<file path="src/rtl/monitoreo_pkg.sv">
// Purpose: shared types, default thresholds and sample classifier for the temperature monitor.
// Latency: n/a (types, constants and a pure function only).
// Backpressure: n/a.
package monitoreo_pkg;

  // Per-channel FSM state codes, visible on estado_actual.
  typedef enum logic [1:0] {
    NORMAL = 2'b00,
    BAJO   = 2'b01,
    ALTO   = 2'b10,
    ALERTA = 2'b11
  } estado_t;

  // Sample class. Prefixed so it can share the package with estado_t::NORMAL.
  typedef enum logic [1:0] {
    C_FRIO   = 2'b00,
    C_NORMAL = 2'b01,
    C_CALOR  = 2'b10
  } clase_t;

  // Side that raised the alert; decides heater vs fan while in ALERTA.
  typedef enum logic {
    LADO_FRIO  = 1'b0,
    LADO_CALOR = 1'b1
  } lado_t;

  localparam int T_BAJO_DEF = 180;
  localparam int T_ALTO_DEF = 260;

  // Raw classification, no hysteresis: cold below bajo, hot at or above alto.
  function automatic clase_t clasificar(input logic [31:0] t,
                                        input logic [31:0] bajo,
                                        input logic [31:0] alto);
    if (t < bajo)
      return C_FRIO;
    else if (t >= alto)
      return C_CALOR;
    else
      return C_NORMAL;
  endfunction

endpackage

</file>
<file path="src/rtl/monitoreo_canal.sv">
// Purpose: one temperature channel FSM (NORMAL/BAJO/ALTO/ALERTA) with persistence count and hysteresis.
// Latency: 1 clk from sampling edge to registered outputs.
// Backpressure: none; a sample is consumed in every cycle where valid=1.
// Ports: clk, arst_n; temp/valid/ack in; estado, contador, alerta, calefactor, ventilador out.
module monitoreo_canal
  import monitoreo_pkg::*;
#(
  parameter int TEMP_W     = 10,
  parameter int T_BAJO     = T_BAJO_DEF,
  parameter int T_ALTO     = T_ALTO_DEF,
  parameter int HYST       = 0,
  parameter int PERSIST    = 5,
  parameter int MODO_LATCH = 0,
  parameter int CNT_W      = $clog2(PERSIST + 1)
) (
  input  logic              clk,
  input  logic              arst_n,
  input  logic [TEMP_W-1:0] temp,
  input  logic              valid,
  input  logic              ack,
  output logic [1:0]        estado,
  output logic [CNT_W-1:0]  contador,
  output logic              alerta,
  output logic              calefactor,
  output logic              ventilador
);

  localparam logic [31:0]      LIM_BAJO    = 32'(T_BAJO);
  localparam logic [31:0]      LIM_ALTO    = 32'(T_ALTO);
  localparam logic [31:0]      LIM_FRIO_H  = 32'(T_BAJO + HYST);
  localparam logic [31:0]      LIM_CALOR_H = 32'(T_ALTO - HYST);
  localparam logic [CNT_W-1:0] PERSIST_C   = CNT_W'(PERSIST);

  estado_t          estado_q, estado_d;
  logic [CNT_W-1:0] cnt_q, cnt_d;
  lado_t            lado_q, lado_d, lado_ref;
  clase_t           ultima_q, ultima_d;
  clase_t           clase_raw, clase_ef, clase_act;
  logic [31:0]      t_ext;
  logic             en_banda_frio, en_banda_calor;

  always_comb begin
    t_ext     = 32'(temp);
    clase_raw = clasificar(t_ext, LIM_BAJO, LIM_ALTO);

    // A normal sample still inside the hysteresis band of the side we are on
    // is treated as that side for the exit decision (state/counter hold).
    en_banda_frio  = (clase_raw == C_NORMAL) && (t_ext < LIM_FRIO_H);
    en_banda_calor = (clase_raw == C_NORMAL) && (t_ext >= LIM_CALOR_H);
    lado_ref = (estado_q == BAJO) ? LADO_FRIO :
               (estado_q == ALTO) ? LADO_CALOR : lado_q;
    clase_ef = clase_raw;
    if (estado_q != NORMAL) begin
      if ((lado_ref == LADO_FRIO) && en_banda_frio)   clase_ef = C_FRIO;
      if ((lado_ref == LADO_CALOR) && en_banda_calor) clase_ef = C_CALOR;
    end

    // Class of the most recently accepted sample, including this cycle's.
    clase_act = valid ? clase_ef : ultima_q;

    estado_d = estado_q;
    cnt_d    = cnt_q;
    lado_d   = lado_q;
    ultima_d = ultima_q;

    if (valid) begin
      ultima_d = clase_ef;
      case (estado_q)
        NORMAL: begin
          if (clase_raw == C_FRIO) begin
            estado_d = BAJO;
            cnt_d    = CNT_W'(1);
          end else if (clase_raw == C_CALOR) begin
            estado_d = ALTO;
            cnt_d    = CNT_W'(1);
          end else begin
            cnt_d = '0;
          end
        end
        BAJO: begin
          if (clase_raw == C_FRIO) begin
            cnt_d = cnt_q + 1'b1;
            if (cnt_d == PERSIST_C) begin
              estado_d = ALERTA;
              lado_d   = LADO_FRIO;
            end
          end else if (clase_raw == C_CALOR) begin
            estado_d = ALTO;
            cnt_d    = CNT_W'(1);
          end else if (clase_ef == C_NORMAL) begin
            estado_d = NORMAL;
            cnt_d    = '0;
          end
        end
        ALTO: begin
          if (clase_raw == C_CALOR) begin
            cnt_d = cnt_q + 1'b1;
            if (cnt_d == PERSIST_C) begin
              estado_d = ALERTA;
              lado_d   = LADO_CALOR;
            end
          end else if (clase_raw == C_FRIO) begin
            estado_d = BAJO;
            cnt_d    = CNT_W'(1);
          end else if (clase_ef == C_NORMAL) begin
            estado_d = NORMAL;
            cnt_d    = '0;
          end
        end
        default: begin // ALERTA
          cnt_d = PERSIST_C;
          if (clase_raw == C_FRIO && lado_q == LADO_CALOR) begin
            estado_d = BAJO;
            cnt_d    = CNT_W'(1);
          end else if (clase_raw == C_CALOR && lado_q == LADO_FRIO) begin
            estado_d = ALTO;
            cnt_d    = CNT_W'(1);
          end else if (clase_ef == C_NORMAL && MODO_LATCH == 0) begin
            estado_d = NORMAL;
            cnt_d    = '0;
          end
        end
      endcase
    end

    // Latched alert clears only on ack once the channel has actually recovered.
    if ((MODO_LATCH != 0) && (estado_q == ALERTA) && ack && (clase_act == C_NORMAL)) begin
      estado_d = NORMAL;
      cnt_d    = '0;
    end
  end

  always_ff @(posedge clk or negedge arst_n) begin
    if (!arst_n) begin
      estado_q   <= NORMAL;
      cnt_q      <= '0;
      lado_q     <= LADO_FRIO;
      ultima_q   <= C_NORMAL;
      alerta     <= 1'b0;
      calefactor <= 1'b0;
      ventilador <= 1'b0;
    end else begin
      estado_q   <= estado_d;
      cnt_q      <= cnt_d;
      lado_q     <= lado_d;
      ultima_q   <= ultima_d;
      alerta     <= (estado_d == ALERTA);
      calefactor <= (estado_d == BAJO) || ((estado_d == ALERTA) && (lado_d == LADO_FRIO));
      ventilador <= (estado_d == ALTO) || ((estado_d == ALERTA) && (lado_d == LADO_CALOR));
    end
  end

  assign estado   = estado_q;
  assign contador = cnt_q;

endmodule

</file>
<file path="src/rtl/monitoreo_multicanal.sv">
// Purpose: NUM_CH independent temperature monitors plus global alert summary.
// Latency: 1 clk sample-to-output per channel; alerta_global/canal_alerta combinational from alerta.
// Backpressure: none; every valid sample is consumed.
// Ports: clk, arst_n; temp_entrada/temp_valid/alerta_ack in; alerta, calefactor, ventilador,
//        estado_actual, contador_salida, alerta_global, canal_alerta out.
module monitoreo_multicanal
  import monitoreo_pkg::*;
#(
  parameter int NUM_CH     = 4,
  parameter int TEMP_W     = 10,
  parameter int T_BAJO     = T_BAJO_DEF,
  parameter int T_ALTO     = T_ALTO_DEF,
  parameter int HYST       = 0,
  parameter int PERSIST    = 5,
  parameter int MODO_LATCH = 0,
  parameter int CNT_W      = $clog2(PERSIST + 1)
) (
  input  logic                       clk,
  input  logic                       arst_n,
  input  logic [NUM_CH*TEMP_W-1:0]   temp_entrada,
  input  logic [NUM_CH-1:0]          temp_valid,
  input  logic [NUM_CH-1:0]          alerta_ack,
  output logic [NUM_CH-1:0]          alerta,
  output logic [NUM_CH-1:0]          calefactor,
  output logic [NUM_CH-1:0]          ventilador,
  output logic [NUM_CH*2-1:0]        estado_actual,
  output logic [NUM_CH*CNT_W-1:0]    contador_salida,
  output logic                       alerta_global,
  output logic [$clog2(NUM_CH)-1:0]  canal_alerta
);

  localparam int SEL_W = $clog2(NUM_CH);

  if (PERSIST < 2 || (T_BAJO + HYST) > (T_ALTO - HYST)) begin : g_param_error
    $error("monitoreo_multicanal: need PERSIST>=2 and T_BAJO+HYST <= T_ALTO-HYST");
  end

  for (genvar i = 0; i < NUM_CH; i++) begin : g_canal
    monitoreo_canal #(
      .TEMP_W     (TEMP_W),
      .T_BAJO     (T_BAJO),
      .T_ALTO     (T_ALTO),
      .HYST       (HYST),
      .PERSIST    (PERSIST),
      .MODO_LATCH (MODO_LATCH),
      .CNT_W      (CNT_W)
    ) u_canal (
      .clk        (clk),
      .arst_n     (arst_n),
      .temp       (temp_entrada[i*TEMP_W +: TEMP_W]),
      .valid      (temp_valid[i]),
      .ack        (alerta_ack[i]),
      .estado     (estado_actual[i*2 +: 2]),
      .contador   (contador_salida[i*CNT_W +: CNT_W]),
      .alerta     (alerta[i]),
      .calefactor (calefactor[i]),
      .ventilador (ventilador[i])
    );
  end

  assign alerta_global = |alerta;

  // Scan from the top down so the lowest alerting index is the last write.
  always_comb begin
    canal_alerta = '0;
    for (int i = NUM_CH - 1; i >= 0; i--) begin
      if (alerta[i]) canal_alerta = SEL_W'(i);
    end
  end

endmodule

</file>
<file path="config.mk">
export PLATFORM = sky130hd
export DESIGN_NAME = monitoreo_multicanal
export DESIGN_NICKNAME = d
export VERILOG_FILES = /design/src/rtl/monitoreo_pkg.sv /design/src/rtl/monitoreo_canal.sv /design/src/rtl/monitoreo_multicanal.sv
export SDC_FILE = /design/constraint.sdc
export NUM_CORES = 1
export LEC_CHECK = 0
export ABC_AREA = 1
export CAP_MARGIN = 20
export CELL_PAD_IN_SITES_DETAIL_PLACEMENT = 0
export CELL_PAD_IN_SITES_GLOBAL_PLACEMENT = 1
export CORE_ASPECT_RATIO = 0.75
export CORE_MARGIN = 5
export CORE_UTILIZATION = 35
export CTS_CLUSTER_SIZE = 20
export DETAILED_ROUTE_END_ITERATION = 8
export PLACE_DENSITY_LB_ADDON = 0.05
export REMOVE_ABC_BUFFERS = 1
export SYNTH_ARGS = -nofsm -noshare
export SYNTH_HDL_FRONTEND = slang
export SYNTH_SLANG_ARGS = --single-unit
</file>
<file path="constraint.sdc">
create_clock -name clk -period 2.2 [get_ports clk]
set_clock_uncertainty 0.15 [all_clocks]
set_input_delay 0.22 -clock clk [delete_from_list [all_inputs] [get_ports clk]]
set_output_delay 0.22 -clock clk [all_outputs]
set_load 0.02 [all_outputs]
</file>
==> impl_metrics.tcl <==
set metrics [dict create \
    synth_xor_area_frac 0 \
    post-cts-setup-buffer-count 0 \
    fmax_ghz 0.524 \
    endpoint_kind "output pin" \
    grt_max_degree 21 \
    dieArea_mm2 0.0116 \
    start_util 0.364 \
    max_cap_viol_count 0 \
    ys_seq_area_frac 0.270 \
    syn_avg_cell_area_um2 6.91 \
    synthDistinctLibCells 22 \
    htree_num_levels 2 \
    area_delta_synth_final_pct 28.7 \
    ir_worst_vdd_mv 0.729 \
    clkPwrFrac 0.145 \
    synth_area_mm2 0.00333 \
    yosysWarnings 0 \
    internal_power_w 0.00255 \
    grt_pass1_vias 2925 \
    power_frac_seq 0.241 \
    drc 0 \
    fin_crit_sh 0.868 \
    crit_fanout 4 \
    io_buffers 72 \
    cts_tree "built" \
    placed_area_mm2 0.00413 \
    synth_top_family_by_area "simple AND/OR/NAND/NOR gates" \
    p_switching_w 0.00230 \
    io_pins 85 \
    fin_crit_ns 1.91 \
    clk_pin_slew_worst_paths_ns 0.06 \
    overflow 0 \
    finalNonFillerCells 681 \
    rsz0062_at_grt "false" \
    start_kind "flop" \
    cp.required_ns 1.83 \
    fp.coreArea_mm2 0.00916 \
    cts_buffers 5 \
    fin_total_pwr_w 0.00486 \
    dieHeight_um 94.5 \
    path_class "reg2out" \
    synth_compound_area_frac 0.0977 \
    worst_pin_slew_ns 0.496 \
    synth-seq-cells 36 \
    setup_tns_ns 0 \
    final_nets 626 \
    grtUsageTotal 0.146 \
    status "finished, final reports clean" \
    p_per_area_mw_per_mm2 1130 \
    antenna_found_initial 0 \
    synth_cells 482 \
    design_area_mm2 0.00429 \
    synthMuxAreaShare 0 \
    drt-pass1-iter-count 4 \
    insertion_delay_ns 0.28 \
    relSlewSlack 0.670 \
    synthAdderAreaFrac 0.0902 \
    slew_viol_final 0 \
    drive_gt1_frac 0.161 \
    antennaDiodeCount 0 \
    report.final.hold_viol_count 0 \
    vias_per_cell 4.63 \
    cts-resized-gates 0 \
    holdCritPathClass "in2async" \
    place_inst 672 \
    clockRootBuffer "clkbuf_16" \
    vias 3151 \
    wl_per_cell_um 11.9 \
    routed_wl_um 8140 \
    place_congestion 0.826 \
    leakage_nw 2.24 \
    drt_iter0_drc 207 \
    synth-simple-area-share 0.400 \
    rows 30 \
    dieWidth_um 123 \
    switching_share 0.474 \
    whs_ns 0.306 \
    p_comb_frac 0.614 \
    antenna_left 0 \
    place_hpwl_um 6590 \
    cts.path.max_buffers 2 \
    setup_viol_count_final 0 \
    worstPathArrival_ns 1.54 \
    grt_first_pass_wirelength_um 13800 \
    cts_sinks 36 \
]
## area by class of cell
cell class                 count  area (um2)
clock inverter                 3        18.8
clock buffer                   5         125
tap                          128         160
timing repair buffer          75         741
fill                         977        4870
inverter                     102         383
sequential                    36         901
multi-input combinational    332        1960
## cells in the final DEF, fill, tap and decap left out, drive strengths merged
| cell type | Yosys | routed |
|---|---|---|
| dfrtp | 36 | 36 |
| o21ai | 22 | 22 |
| nand3 | 60 | 60 |
| inv | 102 | 102 |
| nor3 | 7 | 7 |
| nand2 | 127 | 127 |
| a31oi | 4 | 4 |
| nor2 | 49 | 49 |
| a22oi | 4 | 4 |
| clkdlybuf4s50 | 0 | 71 |
| nand4 | 12 | 12 |
| a21oi | 23 | 23 |
| buf | 12 | 3 |
| clkbuf | 0 | 5 |
| clkinv | 0 | 3 |
| dlygate4sd3 | 0 | 1 |
| ha | 24 | 24 |
## synthesized netlist by cell type
library cell / n / area (um2)
nor2_4: 2 / 22.5
a21oi_2: 10 / 87.6
a31oi_1: 4 / 25.0
nor2_2: 4 / 25.0
nand2_4: 17 / 191
inv_1: 88 / 330
o21ai_2: 2 / 17.5
a21oi_1: 13 / 65.1
nand2_1: 95 / 357
nand4_1: 12 / 75.1
buf_4: 12 / 90.1
dfrtp_1: 36 / 901
ha_1: 24 / 300
nand3_2: 14 / 140
nand3_1: 46 / 230
o21ai_0: 17 / 85.1
o21ai_1: 3 / 15.0
inv_2: 14 / 52.6
nor3_1: 7 / 35.0
a22oi_1: 4 / 30.0
nor2_1: 43 / 161
nand2_2: 15 / 93.8
## registers in the layout (all words and copies together) (netlist names)
| register | flops |
|---|---|
| g_canal.u_canal.calefactor | 4 |
| g_canal.u_canal.estado | 8 |
| g_canal.u_canal.lado_q | 4 |
| g_canal.u_canal.alerta | 4 |
| g_canal.u_canal.contador | 12 |
| g_canal.u_canal.ventilador | 4 |
## critical path: stages (launching register included)
cell and delay [ns]:
dfrtp_1 0.42, nor3_1 0.20, clkdlybuf4s50_1 0.63
## per-stage QoR
step                utilization  worst slack, ns
CTS                       0.468            0.281
finish                    0.468            0.290
detailed placement        0.451            0.212
global route              0.468            0.130
floorplan                     -            0.451
global placement          0.451            0.188
## routing by layer
metal,GRT usage,share of wire
met5,0,0
met4,0.0270,0.0076
met3,0.0395,0.056
met2,0.214,0.42
met1,0.214,0.51
## final timing paths
| path | from | end | slack (ns) | depth (start not counted) |
|---|---|---|---|---|
| max | g_canal[0].u_canal.alerta | canal_alerta[1] | 0.29 | 2 |
| min | arst_n | g_canal[3].u_canal.estado[0] | 0.31 | 2 |
| max reg2reg | g_canal[3].u_canal.contador[0] | g_canal[3].u_canal.ventilador | 0.35 | 13 |
| min reg2reg | g_canal[3].u_canal.lado_q | g_canal[3].u_canal.lado_q | 0.42 | 2 |
| max in group asynchronous | arst_n | g_canal[0].u_canal.contador[2] | 1.06 | 3 |
| min in group clk | g_canal[3].u_canal.lado_q | g_canal[3].u_canal.lado_q | 0.42 | 2 |
## logic make-up (layout without fill, tap and decap cells)
family                   Yosys count  after routing
AO/OA/AOI/OAI                     53             53
adder cells (fa/ha/maj)           24             24
buffers and inverters            114            185
flip-flops                        36             36
AND/OR/NAND/NOR                  255            255
## power groups by stage
stage | Combinational (W) | Clock [W] | Sequential, W
4_1_cts | 0.00300 | 0.000725 | 0.00118
2_1_floorplan | 0.00165 | 0 | 0.00143
6_report | 0.00298 | 0.000702 | 0.00117
3_5_place_dp | 0.00298 | 0 | 0.00118
5_1_grt | 0.00333 | 0.000765 | 0.00123
3_3_place_gp | 0.00297 | 0 | 0.00118
## repair_timing
item | in CTS | in global routing
hold endpoints to repair | 18 | 0
hold buffers | 1 | 0
endpoints found under the setup margin | 0 | 0
(Power assumes the default switching activity.)
